===== src/rtl/add_sub_seq.sv =====
// add_sub_seq: digit-serial adder/subtractor with valid/ready handshakes.
// An accepted request is processed DIGIT bits per cycle, least significant
// slice first, and the full result is published on O/COUT/V in one step.
module add_sub_seq #(
  parameter int WIDTH = 16,
  parameter int DIGIT = 4
) (
  input  logic             CLK,
  input  logic             ASYNCRESETN,
  input  logic             I_VALID,
  output logic             I_READY,
  input  logic [WIDTH-1:0] I0,
  input  logic [WIDTH-1:0] I1,
  input  logic             SUB,
  input  logic             CIN,
  output logic             O_VALID,
  input  logic             O_READY,
  output logic [WIDTH-1:0] O,
  output logic             COUT,
  output logic             V
);

  localparam int NDIG = WIDTH / DIGIT;
  localparam int CW   = (NDIG > 1) ? $clog2(NDIG) : 1;
  localparam logic [CW-1:0] LAST = CW'(NDIG - 1);

  localparam logic [1:0] S_IDLE = 2'd0;
  localparam logic [1:0] S_RUN  = 2'd1;
  localparam logic [1:0] S_DONE = 2'd2;

  logic [1:0]       r_state;
  logic [CW-1:0]    r_cnt;
  logic [WIDTH-1:0] r_a;
  logic [WIDTH-1:0] r_b;
  logic             r_carry;
  logic             r_sub;
  logic [WIDTH-1:0] r_acc;
  logic [WIDTH-1:0] r_o;
  logic             r_cout;
  logic             r_v;

  logic [DIGIT-1:0] w_aslice;
  logic [DIGIT-1:0] w_bslice;
  logic [DIGIT:0]   w_sum;
  logic [WIDTH-1:0] w_ins;
  logic [WIDTH-1:0] w_result;
  logic             w_last;
  logic             w_cmsb_in;
  logic             w_vflag;

  // One slice of the sum: operands are shifted down each cycle, so the
  // current slice always sits in the low DIGIT bits. The finished slice is
  // inserted at the top of the accumulator, which shifts right in step, so
  // after NDIG slices the whole result lines up at bit 0.
  always_comb begin
    w_aslice  = r_a[DIGIT-1:0];
    w_bslice  = r_b[DIGIT-1:0];
    w_sum     = {1'b0, w_aslice} + {1'b0, w_bslice} + {{DIGIT{1'b0}}, r_carry};
    w_ins     = WIDTH'(w_sum[DIGIT-1:0]) << (WIDTH - DIGIT);
    w_result  = (r_acc >> DIGIT) | w_ins;
    w_last    = (r_cnt == LAST);
    w_cmsb_in = w_sum[DIGIT-1] ^ w_aslice[DIGIT-1] ^ w_bslice[DIGIT-1];
    w_vflag   = w_cmsb_in ^ w_sum[DIGIT];
  end

  // Control: IDLE accepts, RUN walks the slices, DONE waits for the consumer.
  always_ff @(posedge CLK or negedge ASYNCRESETN) begin
    if (!ASYNCRESETN) begin
      r_state <= S_IDLE;
      r_cnt   <= '0;
    end else begin
      case (r_state)
        S_IDLE: begin
          if (I_VALID) begin
            r_state <= S_RUN;
            r_cnt   <= '0;
          end
        end
        S_RUN: begin
          if (w_last) begin
            r_state <= S_DONE;
            r_cnt   <= '0;
          end else begin
            r_cnt <= r_cnt + 1'b1;
          end
        end
        S_DONE: begin
          if (O_READY) begin
            r_state <= S_IDLE;
          end
        end
        default: begin
          r_state <= S_IDLE;
          r_cnt   <= '0;
        end
      endcase
    end
  end

  // Operand capture and slice stepping; subtraction is folded in at capture
  // time as A + ~B + ~CIN so the slice adder never needs to know the mode.
  always_ff @(posedge CLK or negedge ASYNCRESETN) begin
    if (!ASYNCRESETN) begin
      r_a     <= '0;
      r_b     <= '0;
      r_carry <= 1'b0;
      r_sub   <= 1'b0;
      r_acc   <= '0;
    end else if (r_state == S_IDLE && I_VALID) begin
      r_a     <= I0;
      r_b     <= SUB ? ~I1 : I1;
      r_carry <= SUB ^ CIN;
      r_sub   <= SUB;
      r_acc   <= '0;
    end else if (r_state == S_RUN) begin
      r_a     <= r_a >> DIGIT;
      r_b     <= r_b >> DIGIT;
      r_carry <= w_sum[DIGIT];
      r_acc   <= w_result;
    end
  end

  // Published result registers change only when the last slice completes.
  always_ff @(posedge CLK or negedge ASYNCRESETN) begin
    if (!ASYNCRESETN) begin
      r_o    <= '0;
      r_cout <= 1'b0;
      r_v    <= 1'b0;
    end else if (r_state == S_RUN && w_last) begin
      r_o    <= w_result;
      r_cout <= w_sum[DIGIT] ^ r_sub;
      r_v    <= w_vflag;
    end
  end

  assign I_READY = (r_state == S_IDLE);
  assign O_VALID = (r_state == S_DONE);
  assign O       = r_o;
  assign COUT    = r_cout;
  assign V       = r_v;

endmodule


===== config.mk =====
export PLATFORM = sky130hd
export DESIGN_NAME = add_sub_seq
export DESIGN_NICKNAME = d
export VERILOG_FILES = /design/src/rtl/add_sub_seq.sv
export SDC_FILE = /design/constraint.sdc
export NUM_CORES = 1
export LEC_CHECK = 0
export ABC_AREA = 0
export CAP_MARGIN = 10
export CORE_MARGIN = 2
export CORE_UTILIZATION = 47
export DETAILED_ROUTE_END_ITERATION = 12
export GPL_ROUTABILITY_DRIVEN = 0
export MAX_ROUTING_LAYER = met4
export PLACE_DENSITY = 0.83
export SYNTH_ARGS = -nofsm -noshare
export SYNTH_HDL_FRONTEND = slang
export SYNTH_SLANG_ARGS = --single-unit

===== constraint.sdc =====
create_clock -name CLK -period 2.6 [get_ports CLK]
set_clock_uncertainty 0.05 [all_clocks]
set_input_delay 0.52 -clock CLK [delete_from_list [all_inputs] [get_ports CLK]]
set_output_delay 0.52 -clock CLK [all_outputs]
set_load 0.05 [all_outputs]

; Word-level counts from Yosys, hierarchy flattened
; Cells that the tools add are included.
[word_totals]
reg_bits = 72
inputBits = 38
[op_classes]
addsub = 3
n_eq_ne = 6
n_mux = 16
n_bitwise = 8
reduce_logical = 6
[op_table]
columns = operator, n
row1 = $mux 16, 7
row2 = $not 16->16, 1
row3 = $or 12x16->16, 1
row4 = $pmux 2 s3, 2
row5 = $mux 2, 5
row6 = $add 4x4->5, 1
row7 = $add 5x1->5, 1
row8 = $xor 1x1->1, 5
row9 = $eq 2x2->1 const B, 2
row10 = $ne 2x2->1 const B, 2
row11 = $reduce_and 3->1, 1
row12 = $add 2x1->2 const B, 1
row13 = $eq 2x1->1 const B, 1
row14 = $logic_and 1x1->1, 2
row15 = $logic_not 2->1, 1
row16 = $mux 1, 2
row17 = $ne 2x1->1 const B, 1
row18 = $reduce_and 2->1, 1
row19 = $reduce_bool 2->1, 1
row20 = $not 1->1, 1

; Longest topological paths before layout
[logic_depth]
ltp_word = 5
depth_mapped = 8
ltp_nobuf = 8

; Worst setup path before layout
; OpenSTA, ideal clock, no wires.
[synth_path]
path_type = register -> register
start = reg r_a[0]
end = reg r_v, in the netlist V
setup_ns = 0.127
t_arrival_ns = 1.714
t_required_ns = 2.423
slack_ns = 0.710
path_stages_with_launch = 9
n_path_buf = 0
path_cell_list = dfrtp_1 -> fa_1 -> inv_1 -> fa_1 -> nand2b_1 -> a21oi_1 -> xnor2_1 -> xnor2_1 -> o21ai_0
[synth_via]
elab_chain_cells = 5
[synth_lines]
columns = item, line
row1 = from (decl), 33  ; logic [WIDTH-1:0] r_a;
row2 = from (signal assigned), 116  ; r_a <= r_a >> DIGIT;
row3 = $add 4x4->5 (*), 58  ; w_sum = {1'b0, w_aslice} + {1'b0, w_bslice} + {{DIGIT{1'b0}}, r_carry};
row4 = $add 5x1->5 (*), 58
row5 = $xor 1x1->1 (2 in a row), 62  ; w_cmsb_in = w_sum[DIGIT-1] ^ w_aslice[DIGIT-1] ^ w_bslice[DIGIT-1];
row6 = $xor 1x1->1 (*), 63  ; w_vflag = w_cmsb_in ^ w_sum[DIGIT];
row7 = to (signal assigned), 132  ; r_v <= w_vflag;
row8 = to (decl), 40  ; logic r_v;
; Mark *: on every way between the ends. The rest lies on a longest branch, timed or not.
; A chain may end at the register's enable or synchronous reset.

; Final worst setup path
[layout_path]
start = reg r_state[1]
end = out O_VALID
[layout_via]
elab_chain_cells = 1
[layout_lines]
columns = item, line
row1 = from (decl), 31  ; logic [1:0] r_state;
row2 = from (signal assigned), 69  ; r_state <= S_IDLE;
row3 = from (signal assigned), 75  ; r_state <= S_RUN;
row4 = from (signal assigned), 81  ; r_state <= S_DONE;
row5 = $eq 2x2->1, 137  ; assign O_VALID = (r_state == S_DONE);
row6 = to (decl), 16  ; output logic O_VALID,
; No other way between the ends.

==> impl_metrics.env <==
export IMPL_status="complete, no violations"
export IMPL_worstPathRequired_ns=2.03
export IMPL_design_area_um2=3852
export IMPL_ys_types=29
export IMPL_dp_hpwl_um=4104
export IMPL_grt_overflow=0
export IMPL_postRouteAntennaNets=0
export IMPL_rsz0062_at_grt="no"
export IMPL_antenna_found_initial=0
export IMPL_drv_cap=0
export IMPL_area_growth_syn_to_layout_pct=27.13
export IMPL_wl_per_cell_um=14.35
export IMPL_via_per_inst=5.305
export IMPL_die_area_um2=7106
export IMPL_ys_warn_count=0
export IMPL_die_w_um=84.30
export IMPL_grt_pass1_vias=2141
export IMPL_placed_area_um2=3635
export IMPL_fin_tns_setup_ns=0
export IMPL_core_um2=6277
export IMPL_track_usage=0.1901
export IMPL_cts_root_buf="clkbuf_8"
export IMPL_drv_slew=0
export IMPL_drc=0
export IMPL_fmax_ghz=0.4189
export IMPL_synth_area_per_cell_um2=10.86
export IMPL_dr_total_vias=2212
export IMPL_critPathKind="reg -> out"
export IMPL_power_density_nw_per_um2=1313
export IMPL_critPathMaxFanout=5
export IMPL_holdWs_ns=0.04886
export IMPL_final_seq_area_um2=1702
export IMPL_drive_gt1_frac=0.08235
export IMPL_wl_met1_um=2746
export IMPL_grt_pass1_wl_um=10320
export IMPL_die_h_um=84.30
export IMPL_wl_met3_um=314
export IMPL_fin_ws_ns=0.2130
export IMPL_period_minus_slack_ns=2.387
export IMPL_topRoutingLayerUsed="met4"
export IMPL_synth_edf_count=0
export IMPL_slew_headroom=0.3567
export IMPL_cts_reportedPaths_clkPinSlew_ns=0.07
export IMPL_dr_pass1_iters=5
export IMPL_dp_cells=401
export IMPL_setup_viol=0
export IMPL_final_nets=379
export IMPL_clock_sinks=68
export IMPL_critical_path_startpoint_type="flip-flop"
export IMPL_syn_nets=323
export IMPL_layout_cells_non_filler=417
export IMPL_cts_setup_buffers=0
export IMPL_initial_core_util=0.4828
export IMPL_end_kind="primary output"
export IMPL_cts_tree="yes"
export IMPL_cts_buffers=9
export IMPL_hold_viol=0
export IMPL_utilization=0.6137
export IMPL_io_buffers=57
export IMPL_syn_area_um2=3030
export IMPL_synth_seq_cells=68
export IMPL_synth_main_ff_cell="dfrtp_1"
export IMPL_worstPathArrival_ns=1.82
export IMPL_post_route_period_util=0.9181
export IMPL_grt_max_degree=40
export IMPL_cts_resized_gates=0
export IMPL_clk_path_buf_depth=2
export IMPL_diodes=0
export IMPL_fillers=523
export IMPL_min_path_type="in -> async"
export IMPL_fp_row_count=29
export IMPL_worst_slew_pin_transition_ns=0.9640
export IMPL_wirelength_um=5983
export IMPL_place_ws_ns=0.3129
export IMPL_finalPower_mw=5.060
export IMPL_p_leak_nw=1.768
export IMPL_worstSkewPairLatency_ns=0.35
export IMPL_async_flop_share=1.000
export IMPL_multiInputGateArea_um2=1211
export IMPL_syn_inst=279
export IMPL_yosysSeqAreaShare=0.5615
export IMPL_io_pins=58
export IMPL_hold_buffers=0
export IMPL_ir_worst_vdd_mv=0.7510
export IMPL_h_tree_depth=3
export IMPL_wl_met2_um=2835
export IMPL_drt_iter0_drc=123
[layout by cell type, fill, tap and decap left out, types with 3 or more instances in the layout]
master           count
inv_1                4
a22oi_1             11
nand3_1             20
clkdlybuf4s50_1     56
xnor2_1             20
nor2_1              17
buf_4                6
mux2_1               9
mux2_2               4
a21oi_1              3
a221o_1             14
dfrtp_1             68
nand2_1             58
xor2_1               3
clkbuf_8            10
o21ai_0             13
ha_1                 4
[power by group]
group	total, mW	leakage, nW	internal (mW)	switching (mW)
sequential	1.82	0.870	1.52	0.299
clock	0.954	0.107	0.565	0.389
combinational	2.28	0.792	0.888	1.39
total	5.06	1.77	2.98	2.08
[Yosys cell counts (4+ instances only)]
cell type / count / area (um^2)
dfrtp_1: 68 / 1702
nand2_1: 58 / 217.7
nand3_1: 20 / 100.1
xnor2_1: 20 / 175.2
nor2_1: 17 / 63.81
a221o_1: 14 / 140.1
o21ai_0: 13 / 65.06
a22oi_1: 11 / 82.58
mux2_1: 9 / 101.4
buf_2: 7 / 35.03
clkbuf_1: 7 / 26.28
ha_1: 4 / 50.05
inv_1: 4 / 15.01
mux2_2: 4 / 45.04
[final timing paths]
kind                        startpoint       end  slack (ns)  cells after the start
max                         r_state[1]   O_VALID        0.21                      3
min                        ASYNCRESETN  r_acc[6]        0.05                      1
max reg2reg                     r_b[0]         V        0.48                      8
min reg2reg                    r_a[10]   r_a[10]        0.43                      2
max in group asynchronous  ASYNCRESETN   r_a[14]        1.74                      2
min in group CLK               r_a[10]   r_a[10]        0.43                      2
[critical path, stage by stage, from the launching register on]
cell and delay [ns]:
dfrtp_1 0.44, inv_1 0.12, nor2_1 0.10, clkdlybuf4s50_1 0.80
[layer usage]
metal,up-vias,GRT usage
li1,1067,-
met1,1075,0.2511
met2,60,0.2792
met3,10,0.06490
met4,0,0.05718
met5,-,-
[flip-flops by register name, summed over array words and instances (netlist names), 2 cells and up]
signal	cells
r_acc	12
r_cnt	2
r_state	2
O	16
r_b	16
r_a	16
[layout make-up]
class                           instances  share of cell area
Sequential cell                        68              0.4417
Multi-Input combinational cell        189              0.3144
Timing Repair Buffer                   63              0.1585
Clock buffer                           12             0.03767
Tap cell                               77             0.02501
Clock inverter                          4             0.01884
Inverter                                4            0.003897
[cell families (layout without fill, tap and decap cells)]
family,Yosys count,after routing,share of synthesized area
AND/OR/NAND/NOR,102,102,0.1449
AO/OA/AOI/OAI,45,45,0.1102
multiplexers,13,13,0.04831
XOR/XNOR,23,23,0.06648
flip-flops,68,68,0.5615
adder cells (fa/ha/maj),6,6,0.02973
buffers and inverters,22,83,0.03881
Power figures use the tool's default switching activity.
